<file path="src/rtl/mant_div_pkg.sv">
// Shared types and constants for the iterative mantissa divider.
package mant_div_pkg;

  localparam int MANT_W = 24;
  localparam int CNT_W  = $clog2(MANT_W + 1);

  localparam logic [MANT_W:0] QUOT_ONES = {(MANT_W + 1){1'b1}};

  typedef enum logic [1:0] {
    IDLE = 2'd0,
    RUN  = 2'd1,
    DONE = 2'd2
  } state_e;

endpackage

</file>
<file path="src/rtl/single_div.sv">
// One restoring-division stage: compare, conditionally subtract, shift left.
module single_div #(
  parameter int W = 25
) (
  input  logic [W-1:0] a,
  input  logic [W-1:0] b,
  output logic         q_bit,
  output logic [W-1:0] r_next
);

  logic [W-1:0] diff;

  assign q_bit  = (a >= b);
  assign diff   = a - b;
  assign r_next = q_bit ? {diff[W-2:0], 1'b0} : {a[W-2:0], 1'b0};

endmodule

</file>
<file path="src/rtl/mantissa_div_seq.sv">
// Iterative mantissa divider: one restoring stage reused over MANT_W+1 cycles.
module mantissa_div_seq
  import mant_div_pkg::*;
#(
  parameter int MANT_W     = 24,
  parameter bit EARLY_TERM = 1'b0
) (
  input  logic              clk,
  input  logic              rst_n,
  input  logic              in_valid,
  output logic              in_ready,
  input  logic [MANT_W-1:0] dividend,
  input  logic [MANT_W-1:0] divisor,
  output logic              out_valid,
  input  logic              out_ready,
  output logic [MANT_W:0]   quotient,
  output logic [MANT_W:0]   residue,
  output logic              sticky,
  output logic              div_by_zero
);

  localparam int QW     = MANT_W + 1;
  localparam int CNT_LW = $clog2(MANT_W + 1);
  localparam logic [CNT_LW-1:0] LAST_STEP = CNT_LW'(MANT_W);

  state_e state_q, state_d;

  logic [MANT_W-1:0] dsr_q, dsr_d;
  logic [QW-1:0]     res_q, res_d;
  logic [QW-1:0]     quot_q, quot_d;
  logic [CNT_LW-1:0] cnt_q, cnt_d;
  logic              dbz_q, dbz_d;

  logic              stage_bit;
  logic [QW-1:0]     stage_res;

  // Once the residue is zero every remaining step yields a 0 bit, so the
  // partial quotient only needs to be moved up to its final weight.
  function automatic logic [QW-1:0] early_align(input logic [QW-1:0]     q,
                                                input logic [CNT_LW-1:0] step);
    return q << (LAST_STEP - step);
  endfunction

  function automatic logic or_reduce(input logic [QW-1:0] v);
    return |v;
  endfunction

  single_div #(
    .W (QW)
  ) u_stage (
    .a      (res_q),
    .b      ({1'b0, dsr_q}),
    .q_bit  (stage_bit),
    .r_next (stage_res)
  );

  always_comb begin
    state_d = state_q;
    dsr_d   = dsr_q;
    res_d   = res_q;
    quot_d  = quot_q;
    cnt_d   = cnt_q;
    dbz_d   = dbz_q;
    unique case (state_q)
      IDLE: begin
        if (in_valid) begin
          dsr_d   = divisor;
          res_d   = {1'b0, dividend};
          quot_d  = '0;
          cnt_d   = '0;
          dbz_d   = 1'b0;
          state_d = RUN;
        end
      end
      RUN: begin
        // A zero divisor spends its single RUN cycle producing the saturated result.
        if (dsr_q == '0) begin
          quot_d  = '1;
          res_d   = '0;
          dbz_d   = 1'b1;
          state_d = DONE;
        end else begin
          quot_d = {quot_q[QW-2:0], stage_bit};
          res_d  = stage_res;
          cnt_d  = cnt_q + 1'b1;
          if (cnt_q == LAST_STEP) begin
            state_d = DONE;
          end else if (EARLY_TERM && (stage_res == '0)) begin
            quot_d  = early_align({quot_q[QW-2:0], stage_bit}, cnt_q);
            state_d = DONE;
          end
        end
      end
      DONE: begin
        if (out_ready) begin
          state_d = IDLE;
        end
      end
      default: state_d = IDLE;
    endcase
  end

  always_ff @(posedge clk or negedge rst_n) begin
    if (!rst_n) begin
      state_q <= IDLE;
      dsr_q   <= '0;
      res_q   <= '0;
      quot_q  <= '0;
      cnt_q   <= '0;
      dbz_q   <= 1'b0;
    end else begin
      state_q <= state_d;
      dsr_q   <= dsr_d;
      res_q   <= res_d;
      quot_q  <= quot_d;
      cnt_q   <= cnt_d;
      dbz_q   <= dbz_d;
    end
  end

  assign in_ready    = (state_q == IDLE);
  assign out_valid   = (state_q == DONE);
  assign quotient    = quot_q;
  assign residue     = res_q;
  assign sticky      = or_reduce(res_q);
  assign div_by_zero = dbz_q;

endmodule

</file>
<file path="config.mk">
export PLATFORM = sky130hd
export DESIGN_NAME = mantissa_div_seq
export DESIGN_NICKNAME = d
export VERILOG_FILES = /design/src/rtl/mant_div_pkg.sv /design/src/rtl/single_div.sv /design/src/rtl/mantissa_div_seq.sv
export SDC_FILE = /design/constraint.sdc
export NUM_CORES = 1
export LEC_CHECK = 0
export CORE_MARGIN = 2
export CORE_UTILIZATION = 47
export DETAILED_ROUTE_END_ITERATION = 10
export PLACE_DENSITY = 0.79
export SKIP_LAST_GASP = 1
export SLEW_MARGIN = 20
export SYNTH_ARGS = -nofsm -noshare
export SYNTH_HDL_FRONTEND = slang
export SYNTH_SLANG_ARGS = --single-unit
</file>
<file path="constraint.sdc">
create_clock -name clk -period 2.6 [get_ports clk]
set_clock_uncertainty 0.2 [all_clocks]
set_input_delay 0.39 -clock clk [delete_from_list [all_inputs] [get_ports clk]]
set_output_delay 0.39 -clock clk [all_outputs]
set_load 0.005 [all_outputs]
</file>
-- Word level (Yosys, flattened, before mapping)
Cells that the tools add are included.
- bits in registers: 82
- output and inout port bits: 54
- word-level logic and storage cells: 44
- input bits: 52
- reductions and logical operators: 9
- multiplexer cells: 18
- $add $sub $neg: 2
- eq/ne operators: 8
- $lt $le $gt $ge: 1
- operators with widths (operator ; count):
    2-to-1 mux 25 bit ; 5
    case mux 25 bit (2 select lines) ; 2
    >= comparator 25 x 24 -> 1 bit ; 1
    OR reduction 25 bit ; 1
    logical NOT 24 bit ; 1
    subtractor 24 bit ; 1
    2-to-1 mux 5 bit ; 2
    case mux 5 bit (2 select lines) ; 1
    AND reduction 3 bit ; 3
    2-to-1 mux 2 bit ; 4
    inequality test 2 bit, second input constant ; 3
    case mux 2 bit (3 select lines) ; 1
    adder 5 x 1 -> 5 bit, second input constant ; 1
    equality test 5 bit, second input constant ; 1
    AND reduction 2 bit ; 2
    inequality test 3 bit, second input constant ; 1
    equality test 2 x 1 -> 1 bit, second input constant ; 1
    equality test 2 bit, second input constant ; 1
    logical NOT 2 bit ; 1
    2-to-1 mux 1 bit ; 2
    inequality test 2 x 1 -> 1 bit, second input constant ; 1
    case mux 1 bit (2 select lines) ; 1
    nonzero test 2 bit ; 1

-- Longest topological paths before layout
- depth in word-level cells: 4
- depth in mapped cells: 13
- depth with buffers taken out: 11

-- Modules after synthesis
From an unflattened synthesis, not the netlist that was laid out.
- cells, all modules: 667
- area, all modules: 5420.2 um^2
- by module, submodules not included (module ; times used ; area each (um^2) ; seq. area each (um^2) ; cells an instance):
    mantissa_div_seq ; 1 ; 3721.1 ; 2052.0 ; 417
    single_div ; 1 ; 1699.1 ; 0.0 ; 250

-- Least setup slack after synthesis
Ideal clock, no wire load.
- path type: flip-flop to flip-flop
- start: reg res_q[17], in the netlist residue[17]
- end: reg res_q[23], in the netlist residue[23]
- setup time: 0.095 ns
- path buffers: 1
- clock period less this slack: 2.522 ns
- required time: 2.305 ns
- stages on the path, launching flop included: 10
- setup slack: 0.078 ns
- data arrival time: 2.227 ns
- cells stage by stage: dfrtp_1 -> ha_1 -> buf_2 -> a211oi_1 -> nand2_1 -> or4_1 -> o31ai_2 -> xnor2_1 -> mux2i_1 -> o31ai_1
- cells in the longest elaborated chain, start to end: 4
- elaborated cells on any way between the ends: 5
- classes of those cells: 1 x add/sub; 1 x order compare; 3 x mux
- ends and longest elaborated chain (element ; RTL line ; source):
    start, declared ; mantissa_div_seq.sv:29 ; logic [QW-1:0] res_q, res_d;
    start signal, assigned ; mantissa_div_seq.sv:114 ; res_q <= res_d;
    subtractor 24 bit or >= comparator 25 x 24 -> 1 bit (tied branches) ; single_div.sv:14, single_div.sv:13 ;
    2-to-1 mux 25 bit * ; single_div.sv:15 ; assign r_next = q_bit ? {diff[W-2:0], 1'b0} : {a[W-2:0], 1'b0};
    2-to-1 mux 25 bit * ; mantissa_div_seq.sv:77 ; if (dsr_q == '0) begin
    case mux 25 bit (2 select lines) * ; mantissa_div_seq.sv:64 ; unique case (state_q)
Every way passes the cells marked *; elsewhere a longest branch is shown, timed or not.
A chain may end at the register's enable or synchronous reset.

-- Worst setup path in the final report
- start: reg res_q[1], in the netlist residue[1]
- end: reg res_q[6], in the netlist residue[6]
Same word-level chain as after synthesis.

==> metrics.txt <==
RSZ-0062 raised after global routing=true; Post-DRT Antenna Nets=0; Avg Cell Area, Syn=8.771 um2; fmax=376.8 MHz; Total GRT Usage=27.06%; Cell variety after synth=52; P_sw=around 5.6 mW; most common cell after layout, fill and taps aside=clkdlybuf4s50_1; crit path DAT=2.69 ns; Syn. warnings=0; Antenna diodes=0; die area=~12000 um2; commonest non-fill, non-tap cells in the layout=103 x clkdlybuf4s50_1, 81 x dfrtp_1, 79 x buf_4; Post-Place Worst Slack=-0.1083 ns; clk_lat worst skew=0.38 ns; vias in the first global route=5025; DRT Pass-1 Iters=5; initial antenna violation count=0; Die Span X=~110 um; Synthesized Nets=668; FF+latch count, synth=82; Max stage delay cell, worst path=dfrtp_1; Slew @ Worst Pin=0.9195 ns; final setup violating endpoints=8; Max Fanout on Critical Path=6; cell-internal power=7.080 mW; total CTS buffers=9; via count=5156; largest net degree at the start of global routing=63; Port Buf Inserts=105; Combinational Power Share=73.9%; clock sink count=82; crit-path max cell delay=0.42 ns; number of remaining DRC errors=0; post-route minimum period=2.654 ns; switching share of power=44.29%; die height=108.8 um; Core Rows=38; asr flop ratio synth=100.0%; number of synthesized flops with an enable pin=0; Peak VDD IR=0.7853 mV; FILL cells=828; crit path cell chain=ha_4 -> buf_6 -> nand4_1 -> nor2_1 -> nand4_1 -> nor4_2 -> o31ai_2 -> o211ai_4 -> buf_12 -> buf_8 -> mux2i_1 -> o22ai_1; Flop pwr share=19.0%; final worst setup slack=-0.05392 ns; Period Utilization, post-route=102.1%; area delta synth->final=43.91%; P_leak=3.150 nW; WL/cell=17.59 um; Iteration-0 DRC Markers=between 300 and 400; TritonCTS clock tree=yes; max cap viols=0; Root Buffer=clkbuf_8; Boundary Pins=106; CP Capture Type=flip-flop; Clock Pin Slew Worst Setup and Hold Paths=0.10 ns; critical setup path kind=flip-flop to flip-flop; gpl congestion=0.9715; critical path's most frequent cell=nand4_1; initial core utilization=between 40% and 50%; fin nets=836; Post-Syn Instances=between 500 and 600; via/cell ratio=5.716; Placed Area=just under 7000 um2; synthesized area=5166 um2; P per Cell Area=1709 nW/um2; Max Slew Vio Count=0; CP required=2.64 ns; DP HPWL=11.14 mm; layout cell share with drive strength beyond 1=between 20% and 30%; area occupied by multi-input gates=3134 um2; Clk pwr share=between 7 and 8%; core area=approximately 11000 um2; failing checks=negative setup slack; worst hold path type=flip-flop to flip-flop; Clock Tree Buf Depth=2; Reg area=2053 um2; final hold vios=0; Design Area, Final=around 7400 um2; first-pass GRT wire length=between 20 and 25 mm; Routed WL=15.86 mm; sequential area share after synthesis=39.72%; Core Util, Final=68.88%; gr ovfl total=0; Main synth FF type=dfrtp_1; H-tree Lvls=3; CP startpoint kind=flip-flop; status=finished, violations left; max_slew headroom=38.47%
[flip-flops by register name, summed over array words and instances (netlist names)]
name / cells
residue: 25
div_by_zero: 1
state_q: 2
cnt_q: 5
dsr_q: 24
quotient: 25
[through the flow]
stage | TNS [ns] | power (mW) | std cells | hold WS (ns)
2_1_floorplan | 0 | 7.420 | 589 | -0.1056
3_3_place_gp | -0.1913 | 10.19 | 870 | 0.2006
3_5_place_dp | -1.146 | 10.42 | 870 | 0.2060
4_1_cts | -0.3320 | 11.90 | 899 | 0.3159
5_1_grt | -2.258 | 13.60 | 902 | 0.3167
6_report | -0.2397 | 12.71 | 902 | 0.3198
[power by group through the flow]
stage / clock, mW / combinational, mW / sequential [mW]
after floorplan: 0 / 5.02 / 2.40
after global placement: 0 / 7.84 / 2.36
after detailed placement: 0 / 8.04 / 2.38
after CTS: 0.923 / 8.61 / 2.37
after global routing: 0.980 / 10.2 / 2.47
final: 0.910 / 9.39 / 2.41
[cells by family (layout without fill, tap and decap cells)]
| kind of cell | Yosys count | after routing | synth area share (%) |
|---|---|---|---|
| fa+ha+maj | 27 | 27 | 6.684 |
| simple gates | 191 | 191 | 17.10 |
| buf+inv | 67 | 240 | 5.643 |
| flops | 82 | 82 | 39.72 |
| compound gates | 161 | 161 | 19.35 |
| xor+xnor | 21 | 21 | 3.560 |
| mux | 40 | 40 | 7.944 |
[synth_stat cells, types with 3 or more instances]
library cell	count	area [um2]
a211oi_1	4	30.03
a21o_1	6	45.04
a21oi_1	49	245.2
and3_1	3	18.77
buf_2	7	35.03
clkbuf_1	26	97.59
dfrtp_1	82	2052
ha_1	26	325.3
inv_1	31	116.4
mux2i_1	38	380.4
nand2_1	59	221.5
nand2b_1	5	31.28
nand3_1	8	40.04
nand4_1	10	62.56
nor2_1	54	202.7
nor2b_1	5	31.28
nor3_1	28	140.1
nor4_1	12	75.07
o21a_1	10	75.07
o21ai_0	37	185.2
o21ai_1	6	30.03
o22ai_1	18	112.6
o31ai_1	4	30.03
xnor2_1	13	113.9
xor2_1	8	70.07
[final timing paths]
check	start	end	slack, ns	depth (start not counted)
setup / recovery	residue[1]	residue[6]	-0.05	12
hold / removal	div_by_zero	div_by_zero	0.32	1
setup reg to reg	residue[1]	residue[6]	-0.05	12
hold reg to reg	div_by_zero	div_by_zero	0.32	1
max in group asynchronous	rst_n	residue[7]	1.23	3
min in group asynchronous	rst_n	quotient[11]	0.33	2
[metal layers]
layer  track usage (%)  up-vias  routed length (um)
li1                  -     2437                   -
met1             35.54     2522                7006
met2             45.45      177                7788
met3             4.842       20                 812
met4             8.516        0                 255
met5                 0        -                   0
[final cells by class]
type	count	share of cell area (%)
tap	140	2.356
multi-input combinational	440	42.16
inverter	31	1.599
timing repair buffer	193	23.81
sequential	82	27.62
clock inverter	7	0.7910
clock buffer	9	1.666
[critical path: cells and delay by family (launching register included)]
| kind | cells | cell delay, ns |
|---|---|---|
| and+or+nand+nor | 4 | 0.67 |
| AOI/OAI and AO/OA | 3 | 0.34 |
| DFF | 1 | 0.42 |
| adders and majority gates | 1 | 0.29 |
| muxes | 1 | 0.22 |
| buffers and inverters | 3 | 0.38 |
[timing repair]
| item | CTS | global route |
|---|---|---|
| hold buffers | 1 | 0 |
| endpoints found under the setup margin | 24 | 26 |
| buffers inserted | 13 | 3 |
| endpoints found under the hold margin | 38 | 0 |
| pin swaps | 10 | 20 |
| gates resized for setup | 27 | 43 |
No activity file was read; power rests on OpenSTA's default activity.
